$ cat src/rtl/core_pkg.sv
// Shared definitions for the core instruction word: field positions, idle word, sequencer states.
package core_pkg;

    localparam int INST_W       = 34;
    localparam int ACC_BIT      = 33;
    localparam int CEN_PMEM_BIT = 32;
    localparam int WEN_PMEM_BIT = 31;
    localparam int A_PMEM_LSB   = 20;
    localparam int CEN_XMEM_BIT = 19;
    localparam int WEN_XMEM_BIT = 18;
    localparam int A_XMEM_LSB   = 7;
    localparam int OFIFO_RD_BIT = 6;
    localparam int IFIFO_WR_BIT = 5;
    localparam int IFIFO_RD_BIT = 4;
    localparam int L0_RD_BIT    = 3;
    localparam int L0_WR_BIT    = 2;
    localparam int EXECUTE_BIT  = 1;
    localparam int LOAD_BIT     = 0;

    // SRAM enables are active-low, so the quiet word keeps both CEN/WEN pairs high.
    localparam logic [INST_W-1:0] IDLE_INST = 34'h1_800C_0000;

    typedef enum logic [2:0] {
        IDLE,
        W_L0,
        W_LOAD,
        W_DRAIN,
        X_L0,
        EXEC,
        PSUM,
        DONE
    } state_t;

endpackage

$ cat src/rtl/sram_l0_feeder.sv
// Issues count xmem reads from base and raises l0_wr one cycle behind each read (SRAM read latency).
// Outputs describe the NEXT cycle so the parent can register them straight into its instruction word.
module sram_l0_feeder #(
    parameter int addr_w = 11,
    parameter int len_w  = 11
) (
    input  logic              clk,
    input  logic              reset,
    input  logic              go,
    input  logic [addr_w-1:0] base,
    input  logic [len_w:0]    count,
    output logic              cen,
    output logic [addr_w-1:0] addr,
    output logic              l0_wr,
    output logic              fin
);

    localparam logic [len_w:0] K_ONE = (len_w+1)'(1);

    logic           active_q, active_d;
    logic [len_w:0] k_q, k_d;

    // Phase lasts count+1 cycles: count reads, plus one trailing l0 write.
    assign fin = active_q && (k_q == count);

    always_comb begin
        active_d = 1'b0;
        k_d      = '0;
        if (go) begin
            active_d = 1'b1;
        end else if (active_q && !fin) begin
            active_d = 1'b1;
            k_d      = k_q + K_ONE;
        end
    end

    assign cen   = !(active_d && (k_d < count));
    assign addr  = cen ? '0 : base + addr_w'(k_d);
    assign l0_wr = active_d && (k_d != '0);

    always_ff @(posedge clk or negedge reset) begin
        if (!reset) begin
            active_q <= 1'b0;
            k_q      <= '0;
        end else begin
            active_q <= active_d;
            k_q      <= k_d;
        end
    end

endmodule

$ cat src/rtl/core_inst_seq.sv
// Tile sequencer driving the core's 34-bit inst word; all outputs registered, PSUM stalls on ofifo_valid.
// Optional CORE_INST_SEQ_ACC_EN adds acc_mode, driven onto inst[33] during psum writes.
module core_inst_seq
    import core_pkg::*;
#(
    parameter int row       = 8,
    parameter int col       = 8,
    parameter int addr_w    = 11,
    parameter int len_w     = 11,
    parameter int drain_cyc = 16
) (
    input  logic              clk,
    input  logic              reset,
    input  logic              start,
    input  logic [addr_w-1:0] w_base,
    input  logic [addr_w-1:0] x_base,
    input  logic [len_w-1:0]  x_len,
    input  logic [addr_w-1:0] p_base,
    input  logic              ofifo_valid,
`ifdef CORE_INST_SEQ_ACC_EN
    input  logic              acc_mode,
`endif
    output logic [INST_W-1:0] inst,
    output logic              busy,
    output logic              done
);

    localparam logic [len_w:0] K_ONE      = (len_w+1)'(1);
    localparam logic [len_w:0] ROW_CNT    = (len_w+1)'(row);
    localparam logic [len_w:0] COL_LAST   = (len_w+1)'(col - 1);
    localparam logic [len_w:0] DRAIN_LAST = (len_w+1)'(drain_cyc - 1);

    state_t            state_q, state_d;
    logic [len_w:0]    k_q, k_d, n_q, n_d, x_cnt, written;
    logic              wr_q, wr_d, go, latch;
    logic [addr_w-1:0] w_base_q, x_base_q, p_base_q;
    logic [len_w-1:0]  x_len_q;
`ifdef CORE_INST_SEQ_ACC_EN
    logic              acc_q;
`endif

    logic              feed_x, feed_cen, feed_l0_wr, fin;
    logic [addr_w-1:0] feed_base, feed_addr;
    logic [len_w:0]    feed_cnt;
    logic [INST_W-1:0] inst_d;

    assign x_cnt   = {1'b0, x_len_q};
    assign written = n_q + {{len_w{1'b0}}, wr_q};

    // Feeder parameters follow the phase being entered or run; at the start edge the bases are not latched yet.
    assign feed_x    = (state_q == W_DRAIN) || (state_q == X_L0);
    assign feed_base = feed_x ? x_base_q : ((state_q == IDLE) ? w_base : w_base_q);
    assign feed_cnt  = feed_x ? x_cnt : ROW_CNT;

    sram_l0_feeder #(
        .addr_w (addr_w),
        .len_w  (len_w)
    ) u_feeder (
        .clk   (clk),
        .reset (reset),
        .go    (go),
        .base  (feed_base),
        .count (feed_cnt),
        .cen   (feed_cen),
        .addr  (feed_addr),
        .l0_wr (feed_l0_wr),
        .fin   (fin)
    );

    always_comb begin
        state_d = state_q;
        k_d     = k_q;
        n_d     = n_q;
        wr_d    = 1'b0;
        go      = 1'b0;
        latch   = 1'b0;
        case (state_q)
            IDLE: begin
                if (start) begin
                    state_d = W_L0;
                    go      = 1'b1;
                    latch   = 1'b1;
                end
            end
            W_L0: begin
                if (fin) begin
                    state_d = W_LOAD;
                    k_d     = '0;
                end
            end
            W_LOAD: begin
                if (k_q == COL_LAST) begin
                    state_d = W_DRAIN;
                    k_d     = '0;
                end else begin
                    k_d = k_q + K_ONE;
                end
            end
            W_DRAIN: begin
                if (k_q == DRAIN_LAST) begin
                    k_d = '0;
                    if (x_cnt == '0) begin
                        state_d = DONE;
                    end else begin
                        state_d = X_L0;
                        go      = 1'b1;
                    end
                end else begin
                    k_d = k_q + K_ONE;
                end
            end
            X_L0: begin
                if (fin) begin
                    state_d = EXEC;
                    k_d     = '0;
                end
            end
            EXEC: begin
                if (k_q == x_cnt - K_ONE) begin
                    state_d = PSUM;
                    k_d     = '0;
                    n_d     = '0;
                    wr_d    = ofifo_valid;
                end else begin
                    k_d = k_q + K_ONE;
                end
            end
            PSUM: begin
                // n counts writes already issued; wr_q marks a write in the current cycle.
                if (written == x_cnt) begin
                    state_d = DONE;
                    n_d     = '0;
                end else begin
                    n_d  = written;
                    wr_d = ofifo_valid;
                end
            end
            DONE: begin
                state_d = IDLE;
            end
            default: begin
                state_d = IDLE;
            end
        endcase
    end

    always_comb begin
        inst_d               = IDLE_INST;
        inst_d[ACC_BIT]      = 1'b0;
        inst_d[CEN_XMEM_BIT] = feed_cen;
        inst_d[WEN_XMEM_BIT] = 1'b1;
        inst_d[A_XMEM_LSB +: addr_w] = feed_addr;
        inst_d[L0_WR_BIT]    = feed_l0_wr;
        inst_d[IFIFO_WR_BIT] = 1'b0;
        inst_d[IFIFO_RD_BIT] = 1'b0;
        case (state_d)
            W_LOAD: begin
                inst_d[L0_RD_BIT] = 1'b1;
                inst_d[LOAD_BIT]  = 1'b1;
            end
            EXEC: begin
                inst_d[L0_RD_BIT]   = 1'b1;
                inst_d[EXECUTE_BIT] = 1'b1;
            end
            PSUM: begin
                if (wr_d) begin
                    inst_d[OFIFO_RD_BIT] = 1'b1;
                    inst_d[CEN_PMEM_BIT] = 1'b0;
                    inst_d[WEN_PMEM_BIT] = 1'b0;
                    inst_d[A_PMEM_LSB +: addr_w] = p_base_q + addr_w'(n_d);
`ifdef CORE_INST_SEQ_ACC_EN
                    inst_d[ACC_BIT] = acc_q;
`endif
                end
            end
            default: begin
            end
        endcase
    end

    always_ff @(posedge clk or negedge reset) begin
        if (!reset) begin
            state_q  <= IDLE;
            k_q      <= '0;
            n_q      <= '0;
            wr_q     <= 1'b0;
            inst     <= IDLE_INST;
            busy     <= 1'b0;
            done     <= 1'b0;
            w_base_q <= '0;
            x_base_q <= '0;
            p_base_q <= '0;
            x_len_q  <= '0;
`ifdef CORE_INST_SEQ_ACC_EN
            acc_q    <= 1'b0;
`endif
        end else begin
            state_q <= state_d;
            k_q     <= k_d;
            n_q     <= n_d;
            wr_q    <= wr_d;
            inst    <= inst_d;
            busy    <= (state_d != IDLE);
            done    <= (state_d == DONE);
            if (latch) begin
                w_base_q <= w_base;
                x_base_q <= x_base;
                p_base_q <= p_base;
                x_len_q  <= x_len;
`ifdef CORE_INST_SEQ_ACC_EN
                acc_q    <= acc_mode;
`endif
            end
        end
    end

endmodule
$ cat config.mk
export PLATFORM = sky130hd
export DESIGN_NAME = core_inst_seq
export DESIGN_NICKNAME = d
export VERILOG_FILES = /design/src/rtl/core_pkg.sv /design/src/rtl/sram_l0_feeder.sv /design/src/rtl/core_inst_seq.sv
export SDC_FILE = /design/constraint.sdc
export NUM_CORES = 1
export LEC_CHECK = 0
export BUFFER_PORTS_ARGS = -buffer_cell sky130_fd_sc_hd__buf_4
export CELL_PAD_IN_SITES_DETAIL_PLACEMENT = 1
export CELL_PAD_IN_SITES_GLOBAL_PLACEMENT = 1
export CORE_MARGIN = 2
export CORE_UTILIZATION = 49
export DETAILED_ROUTE_END_ITERATION = 7
export PLACE_DENSITY_LB_ADDON = 0.1
export SLEW_MARGIN = 25
export SYNTH_ARGS = -nofsm -noshare
export SYNTH_HDL_FRONTEND = slang
export SYNTH_SLANG_ARGS = --single-unit
$ cat constraint.sdc
create_clock -name clk -period 12.5 [get_ports clk]
set_input_delay 0 -clock clk [delete_from_list [all_inputs] [get_ports clk]]
set_output_delay 0 -clock clk [all_outputs]
set_load 0.01 [all_outputs]
==> results of run 1 <==
report_power, final:
| part | internal, W | leakage [nW] | switching (W) |
|---|---|---|---|
| Combinational | 0.000502 | 2.41 | 0.000669 |
| Sequential | 0.000506 | 1.47 | 0.000191 |
| Clock | 0.000362 | 0.323 | 0.000187 |
registers in the layout, summed over array words and instances (netlist names):
signal	count
busy	1
done	1
inst	29
k_q	12
n_q	12
p_base_q	11
state_q	3
u_feeder.active_q	1
u_feeder.k_q	12
w_base_q	11
wr_q	1
x_base_q	11
x_len_q	11
cells in the final DEF, fill, tap and decap left out, types with 7 or more instances in the layout:
cell type	n
nor2_1	85
nand4_1	11
a22o_1	10
nand2_1	52
a21o_1	16
nor4_1	15
xnor2_1	37
dlygate4sd3_1	46
o22a_1	11
xor2_1	23
nor2b_1	16
and3_1	16
inv_1	24
a21oi_1	48
a31oi_1	14
clkbuf_16	17
o21ai_0	34
buf_4	83
nand2b_1	7
nand3_1	22
ha_1	37
o22ai_1	10
dfrtp_1	114
mux2_2	38
nor3_1	17
per-stage QoR:
step                cell area [µm²]  power [W]  setup WS (ns)  hold slack (ns)
finish                         9310    0.00242           6.96            0.151
global route                   9310    0.00258           6.49            0.190
CTS                            9300    0.00240           7.04            0.169
detailed placement             8180    0.00181           7.13           0.0734
global placement               8180    0.00175           7.42           0.0564
floorplan                      7570    0.00147           7.86           -0.296
routing by layer:
layer  global-route usage, %  vias up  wire length (µm)
met5                       0        -                 0
met4                    15.5        0              1040
met3                    5.05       74               856
met2                    54.0      206             12400
met1                    36.2     3524             10000
li1                        -     3162                 -
cell families after synthesis:
family	after synthesis	share of synthesized area, %
muxes	42	6.18
AOI/OAI and AO/OA	204	18.3
xor gates and xnor gates	60	6.94
and+or+nand+nor	282	18.9
buffers and inverters	86	4.58
adders and majority gates	39	6.65
other	2	0.0992
DFF	116	38.4
worst min-delay path by stage:
| stage | start | to | slack (ns) | cells past startpoint |
|---|---|---|---|---|
| floorplan | reset | busy$_DFF_PN0_ | -0.30 | 0 |
| global placement | reset | inst[6]$_DFF_PN0_ | 0.06 | 1 |
| detailed placement | reset | p_base_q[2]$_DFFE_PN0P_ | 0.07 | 1 |
| CTS | reset | p_base_q[2]$_DFFE_PN0P_ | 0.17 | 2 |
| global route | start | x_base_q[8]$_DFFE_PN0P_ | 0.19 | 4 |
| finish | reset | p_base_q[2]$_DFFE_PN0P_ | 0.15 | 2 |
critical path: stages (launching register included):
cell and delay, ns:
dfrtp_1 0.89, nand3b_1 0.39, and2_1 0.37, o32ai_1 0.21, nand4_1 0.32, o31ai_1 0.41, nand2b_1 0.47, nor2_1 0.19
ha_1 0.35, a21o_1 0.18, a21o_1 0.17, a21o_1 0.17, a21o_1 0.19, a21o_1 0.18, a221oi_1 0.42, nand2_1 0.33
a21oi_1 0.21
layout make-up:
cell class	count	area [µm²]	share of cell area, %
timing repair buffer	130	1090	11.7
clock inverter	10	168	1.80
inverter	24	90.1	0.967
tap	188	235	2.53
clock buffer	22	494	5.31
sequential	116	2910	31.2
multi-input combinational	631	4330	46.5
what timing repair did:
| item | in CTS | in global routing |
|---|---|---|
| hold endpoints to repair | 92 | 1 |
| hold buffers | 45 | 1 |
| gates resized for setup | 0 | 0 |
==> results_dict.tcl, run 1 <==
set metrics [dict create \
    cts_tree "done" \
    powerDensity_mw_per_mm2 260 \
    yosys.area.top_type "dfrtp_1" \
    synth_cells 831 \
    maxCapViolations 0 \
    arrival_ns 5.88 \
    critPathRequiredTime_ns 12.84 \
    drt_iter0_markers 401 \
    antenna_cells 0 \
    fin_util_pct 61.5 \
    startpoint "state_q[1]$_DFF_PN0_" \
    crit_path_start_kind "flop" \
    viasPerCell 6.21 \
    grt_overflow 0 \
    globalplace.congestion 0.907 \
    syn_area_mm2 0.00757 \
    antenna_left 0 \
    clkTransAtPathRegs_ns 0.05 \
    cts-root-buf "clkbuf_16" \
    synth_seq_cells 116 \
    synth-edff-count 0 \
    dieArea_mm2 0.0165 \
    synth_most_common_cell "dfrtp_1" \
    core.rowCount 45 \
    die_x_um 128 \
    initial_core_util_pct 50.0 \
    rsz0062_at_grt "no" \
    ys_warn_count 0 \
    r2r_slack_ns 6.96 \
    post_cts_buffers 0 \
    rr_worst_depth 16 \
    finalHoldViolations 0 \
    firstDrtPassIters 5 \
    post_route_cells_drive_above_1_share_pct 18.6 \
    slew_headroom_pct 30.1 \
    crit_path_end "inst[16]$_DFF_PN0_" \
    dpl.hpwl_mm 16.4 \
    tns_ns 0 \
    clk_latency_ns 0.43 \
    finalCritPeriodShare_pct 44.3 \
    core-area_mm2 0.0151 \
    grt_pass1_vias 7356 \
    grt_use_total_pct 30.7 \
    syn_area_per_cell_um2 9.11 \
    die_h_um 128 \
    drt-total-wl_mm 24.3 \
    drc 0 \
    status "finished clean" \
    slew_violations 0 \
    io_buffers 79 \
    dp.cells 1042 \
    max_slew.worst_pin.slew_ns 1.04 \
    antenna_found_initial 0 \
    synth_cell_types 69 \
    ioPinCount 84 \
    htree_levels 4 \
    fillers 1684 \
    grt_pass1_wl_mm 39.0 \
    syn_to_final_growth_pct 23.1 \
    min_period_ns 5.54 \
    fmax_ghz 0.181 \
    r2r-end "inst[16]$_DFF_PN0_" \
    cts.sinks 116 \
    clock_path_buffers 2 \
    rr_startpoint "state_q[1]$_DFF_PN0_" \
    peakVddDrop_v 0.000177 \
    async_flop_share_pct 100 \
    wl_per_cell_um 21.7 \
    setup_viol 0 \
    fin_cells 1121 \
    synth_flop_cell "dfrtp_1" \
    power.leakage_nw 4.20 \
    vias 6966 \
    end_kind "flop" \
    synthTopCellsByCount "dfrtp_1 (114), nor2_1 (86), nand2_1 (52)" \
    critPathMaxFanout 26 \
    hold_class "in -> async" \
    yosys-top-cells-area "dfrtp_1 (38%), ha_1 (6.1%), mux2_2 (5.7%)" \
    synth_top_cell_area_share_pct 37.7 \
    fin_skew_ns 0.0161 \
    numCtsBuffers 17 \
    nNetsFinal 1007 \
    crit_type "reg -> reg" \
    yosysSeqAreaShare_pct 38.4 \
    grt_max_degree 69 \
]
Power figures use the tool's default switching activity.
==> run 2: changes to the inputs <==
- CORE_UTILIZATION: 49 -> 46
- clock period: 12.5 -> 5.25 ns (I/O delays scaled with it)
==> run 2 against run 1 <==
Compared with the run above: power grew 140%; count of clock-buffer cells in the layout shrank 4; global-route usage shrank 0.16 points; sequential share of layout area shrank 0.44 points; clock skew grew 0.0029 ns; final area grew 1.4%; utilization shrank 2.5 points; sequential cell count is the same; clock power grew 130%; register-to-register slack lost 6.8 ns; critical endpoint is now inst[29]$_DFF_PN0_.
==> results_dict.tcl, run 2 (synthesized netlist as in run 1, its figures left out) <==
set metrics [dict create \
    peakVddDrop_v 0.000375 \
    nNetsFinal 1015 \
    clk_latency_ns 0.44 \
    seq_area_mm2 0.00291 \
    post_route_cells_drive_above_1_share_pct 20.4 \
    htree_levels 4 \
    wl_per_cell_um 22.6 \
    fin_skew_ns 0.0190 \
    dieArea_mm2 0.0175 \
    fin_util_pct 59.0 \
    powerDensity_mw_per_mm2 624 \
    drt-total-wl_mm 26.1 \
    grt_pass1_vias 7708 \
    fillers 1823 \
    critPathMaxFanout 10 \
    globalplace.congestion 0.912 \
    antenna_found_initial 0 \
    critical_path.slowest_cell "dfrtp_1" \
    arrival_ns 5.40 \
    most-common-layout-cells "dfrtp_1 (114), buf_4 (92), nor2_1 (84), nand2_1 (51), a21oi_1 (48)" \
    die_h_um 132 \
    critPathTopFamily "compound AO/OA/AOI/OAI gates" \
    ioPinCount 84 \
    grt_overflow 0 \
    status "finished clean" \
    grt_max_degree 79 \
    mostFrequentLayoutCell "dfrtp_1" \
    setup_viol 0 \
    finalCritPeriodShare_pct 96.6 \
    slew_headroom_pct 33.8 \
    fmax_ghz 0.197 \
    drt_iter0_markers 503 \
    core.rowCount 46 \
    vias 7058 \
    crit_path_start_kind "flop" \
    antenna_left 0 \
    hold_class "in -> async" \
    grt_use_total_pct 30.6 \
    multi_input_area_mm2 0.00439 \
    largest_register_ffs 29 \
    end_kind "flop" \
    slew_violations 0 \
    grt_pass1_wl_mm 42.1 \
    maxCapViolations 0 \
    power.leakage_nw 4.27 \
    path_buf_inv 2 \
    crit_type "reg -> reg" \
    initial_core_util_pct 47.3 \
    cp_cell_sequence "inv_1 -> ha_1 -> nor3b_4 -> a31oi_1 -> a211oi_1 -> a211oi_1 -> a31oi_1 -> buf_4 -> a22o_1 -> ha_1 -> a21o_1 -> a21o_1 -> a21o_1 -> a21oi_1 -> o21ai_0 -> a2111oi_2 -> a31oi_1 -> a21oi_1" \
    antenna_cells 0 \
    cts-root-buf "clkbuf_16" \
    die_x_um 132 \
    finalHoldViolations 0 \
    min_period_ns 5.07 \
    clkTransAtPathRegs_ns 0.06 \
    io_buffers 79 \
    syn_to_final_growth_pct 24.8 \
    pre_cts_ws_ns 0.0105 \
    critPathRequiredTime_ns 5.58 \
    core-area_mm2 0.0160 \
    numCtsBuffers 17 \
    viasPerCell 6.10 \
    critPathMaxStageDelay_ns 0.54 \
    firstDrtPassIters 6 \
    top_register "inst" \
    max_slew.worst_pin.slew_ns 0.989 \
    cts_tree "done" \
    drc 0 \
    dpl.hpwl_mm 16.8 \
    cts.sinks 116 \
    clock_path_buffers 2 \
    fin_ws_ns 0.179 \
]
==> run 2: cell types whose count changed in the layout (fill, tap and decap cells not counted), sizes merged <==
cell | before | now
dlygate4sd3 | 46 | 45
clkinv | 3 | 5
buf | 83 | 93
clkbuf | 23 | 18
inv | 26 | 28
==> run 2: layout make-up <==
type | count | share of cell area, %
multi-input combinational | 631 | 46.5
sequential | 116 | 30.8
timing repair buffer | 138 | 12.2
clock buffer | 18 | 4.65
tap | 216 | 2.86
clock inverter | 14 | 2.11
inverter | 24 | 0.954
==> run 2: metrics by stage <==
step | std cells | cell area (µm²) | hold slack [ns] | TNS (ns) | power [W]
6_report | 1157 | 9450 | 0.114 | 0 | 0.00589
5_1_grt | 1157 | 9450 | 0.168 | -0.00542 | 0.00627
4_1_cts | 1156 | 9390 | 0.127 | 0 | 0.00577
3_5_place_dp | 1079 | 8290 | 0.0184 | 0 | 0.00440
3_3_place_gp | 1079 | 8290 | 0.00957 | 0 | 0.00423
2_1_floorplan | 833 | 7570 | -0.296 | 0 | 0.00351
==> run 2: timing repair <==
item	4_1_cts	5_1_grt
gates resized for setup	2	11
setup endpoints to repair	2	11
setup buffers	0	1
pin swaps	0	1
endpoints found under the hold margin	82	0
cloned	0	0
hold buffers	45	0
==> run 2: worst paths after layout <==
path                                             start                      to  slack [ns]  depth (start not counted)
worst min-delay path                             reset      inst[22]$_DFF_PN0_        0.11                          2
worst max-delay path            x_len_q[1]$_DFFE_PN0P_      inst[29]$_DFF_PN0_        0.18                         18
worst min register to register     n_q[11]$_DFFE_PN0P_     n_q[11]$_DFFE_PN0P_        0.52                          1
worst max register to register  x_len_q[1]$_DFFE_PN0P_      inst[29]$_DFF_PN0_        0.18                         18
max in group asynchronous                        reset        n_q[8]$_DFF_PN0_        4.01                          3
min in group clk                                 start  x_len_q[0]$_DFFE_PN0P_        0.16                          4
==> run 2: routing by layer <==
layer	vias to the layer above	wire length [µm]	GRT usage, %
li1	3178	-	-
met1	3580	10000	35.3
met2	228	14000	56.1
met3	72	1110	4.81
met4	0	955	12.9
met5	-	0	0
==> run 2: power by group <==
| group | internal, W | switching (W) |
|---|---|---|
| sequential | 0.00121 | 0.000402 |
| combinational | 0.00126 | 0.00174 |
| clock | 0.000813 | 0.000474 |
| total | 0.00327 | 0.00262 |
==> run 3: changes to the inputs <==
- CELL_PAD_IN_SITES_DETAIL_PLACEMENT: 1 -> not set
- CELL_PAD_IN_SITES_GLOBAL_PLACEMENT: 1 -> not set
- CORE_UTILIZATION: 46 -> 50
- PLACE_DENSITY: not set -> 0.7
- PLACE_DENSITY_LB_ADDON: 0.1 -> not set
==> run 3 against run 2 <==
Compared with the run above: power decreased by 5.9%; register-to-register slack improved by 0.19 ns; sequential cell count unchanged; wire length decreased by 20%; worst hold slack got worse by 0.049 ns; via count decreased by 3.1%.
==> results_dict.tcl, run 3 (synthesized netlist as in run 1, its figures left out) <==
set metrics [dict create \
    htree_levels 4 \
    wl_per_cell_um 18.4 \
    crit_path_start_kind "flop" \
    finalHoldViolations 0 \
    critPathTopFamily "simple AND/OR/NAND/NOR gates" \
    antenna_cells 0 \
    drt_iter0_markers 631 \
    nNetsFinal 1020 \
    fmax_ghz 0.205 \
    design_area_mm2 0.00939 \
    grt_use_total_pct 26.4 \
    fin_skew_ns 0.0101 \
    critPathMaxFanout 14 \
    power.leakage_nw 4.24 \
    syn_to_final_growth_pct 24.1 \
    die_x_um 127 \
    critPathMaxStageDelay_ns 0.43 \
    worst_path_most_repeated_cell "xnor2_1" \
    die_h_um 127 \
    drt-total-wl_mm 20.8 \
    peakVddDrop_v 0.000338 \
    fin_ws_ns 0.367 \
    dpl_cell_area_mm2 0.00828 \
    mostFrequentLayoutCell "dfrtp_1" \
    numCtsBuffers 17 \
    grt_pass1_wl_mm 34.1 \
    vias 6839 \
    max_slew.worst_pin.slew_ns 1.03 \
    dpl.hpwl_mm 14.4 \
    maxCapViolations 0 \
    tns_ns 0 \
    fin_cells 1129 \
    arrival_ns 5.16 \
    grt_overflow 0 \
    slew_headroom_pct 30.8 \
    slew_violations 0 \
    path_buf_inv 1 \
    dieArea_mm2 0.0161 \
    clock_path_buffers 2 \
    viasPerCell 6.06 \
    top_register "inst" \
    critPathRequiredTime_ns 5.52 \
    end_kind "flop" \
    core-area_mm2 0.0146 \
    grt_max_degree 74 \
    largest_register_ffs 29 \
    drc 0 \
    most-common-layout-cells "dfrtp_1 (114), buf_4 (96), nor2_1 (85), nand2_1 (52), a21oi_1 (48)" \
    dp.cells 1051 \
    grt_pass1_vias 6921 \
    setup_viol 0 \
    initial_core_util_pct 51.7 \
    cts-root-buf "clkbuf_16" \
    crit_type "reg -> reg" \
    ioPinCount 84 \
    critical_path.slowest_cell "or4_1" \
    cts_tree "done" \
    powerDensity_mw_per_mm2 590 \
    status "finished clean" \
    clk_latency_ns 0.42 \
    core.rowCount 44 \
    r2r_slack_ns 0.37 \
    min_period_ns 4.88 \
    io_buffers 79 \
    clkTransAtPathRegs_ns 0.06 \
    cp_cell_sequence "ha_1 -> ha_2 -> nand3_2 -> nor4_4 -> xnor2_1 -> and4_1 -> and3_2 -> nor2_1 -> buf_4 -> a21o_1 -> a22o_1 -> ha_1 -> a211oi_1 -> a21oi_1 -> or4_1 -> a31o_2 -> a21oi_1 -> xnor2_1 -> xnor2_1 -> nor2_1" \
    post_route_cells_drive_above_1_share_pct 20.2 \
    globalplace.congestion 0.927 \
    antenna_left 0 \
    rsz0062_at_grt "no" \
    pre_cts_ws_ns 0.113 \
    antenna_found_initial 0 \
    cts.sinks 116 \
    finalCritPeriodShare_pct 93.0 \
    firstDrtPassIters 8 \
    hold_class "in -> reg" \
    fillers 1122 \
]
-- run 3: layer usage --
metal	global-route usage (%)	up-vias	wire [µm]
li1	-	3204	-
met1	35.0	3342	8900
met2	44.3	256	10200
met3	4.69	37	1400
met4	8.21	0	305
met5	0	-	0
-- run 3: timing repair --
item	4_1_cts	5_1_grt
buffers inserted	0	0
resized for setup	0	8
endpoints found under the setup margin	0	2
hold buffers	45	0
hold endpoints to repair	87	0
-- run 3: worst paths after layout --
kind	start	to	depth (start not counted)
worst min-delay path	ofifo_valid	inst[29]$_DFF_PN0_	3
worst min register to register	n_q[11]$_DFFE_PN0P_	n_q[11]$_DFFE_PN0P_	1
worst max register to register	n_q[0]$_DFF_PN0_	inst[30]$_DFF_PN0_	20
worst max-delay path	n_q[0]$_DFF_PN0_	inst[30]$_DFF_PN0_	20
max in group asynchronous	reset	inst[31]$_DFF_PN1_	4
min in group asynchronous	reset	k_q[8]$_DFFE_PN0P_	2
-- run 3: area by class of cell --
| class | instances | area, µm² | area share (%) |
|---|---|---|---|
| multi-input combinational | 631 | 4370 | 46.5 |
| sequential | 116 | 2910 | 30.9 |
| timing repair buffer | 143 | 1210 | 12.8 |
| clock buffer | 19 | 433 | 4.61 |
| tap | 184 | 230 | 2.45 |
| clock inverter | 12 | 158 | 1.68 |
| inverter | 24 | 90.1 | 0.959 |
-- run 3: power by group --
part           internal (W)  switching, W  total (W)
Combinational       0.00125       0.00154    0.00279
Clock              0.000743      0.000434    0.00118
Sequential          0.00121      0.000369    0.00158
-- run 3: tightest hold or removal path, cell delays in order --
cell,delay [ns]
buf_4,0.12
o211ai_1,0.23
a21oi_1,0.08
-- run 3: through the flow --
stage / util (%) / power, W / hold WS (ns)
floorplan: - / 0.00351 / -0.296
global placement: 56.5 / 0.00417 / 0.0305
CTS: 63.6 / 0.00550 / 0.149
finish: 64.1 / 0.00555 / 0.0646
global route: 64.1 / 0.00595 / 0.0434
detailed placement: 56.5 / 0.00426 / 0.0454
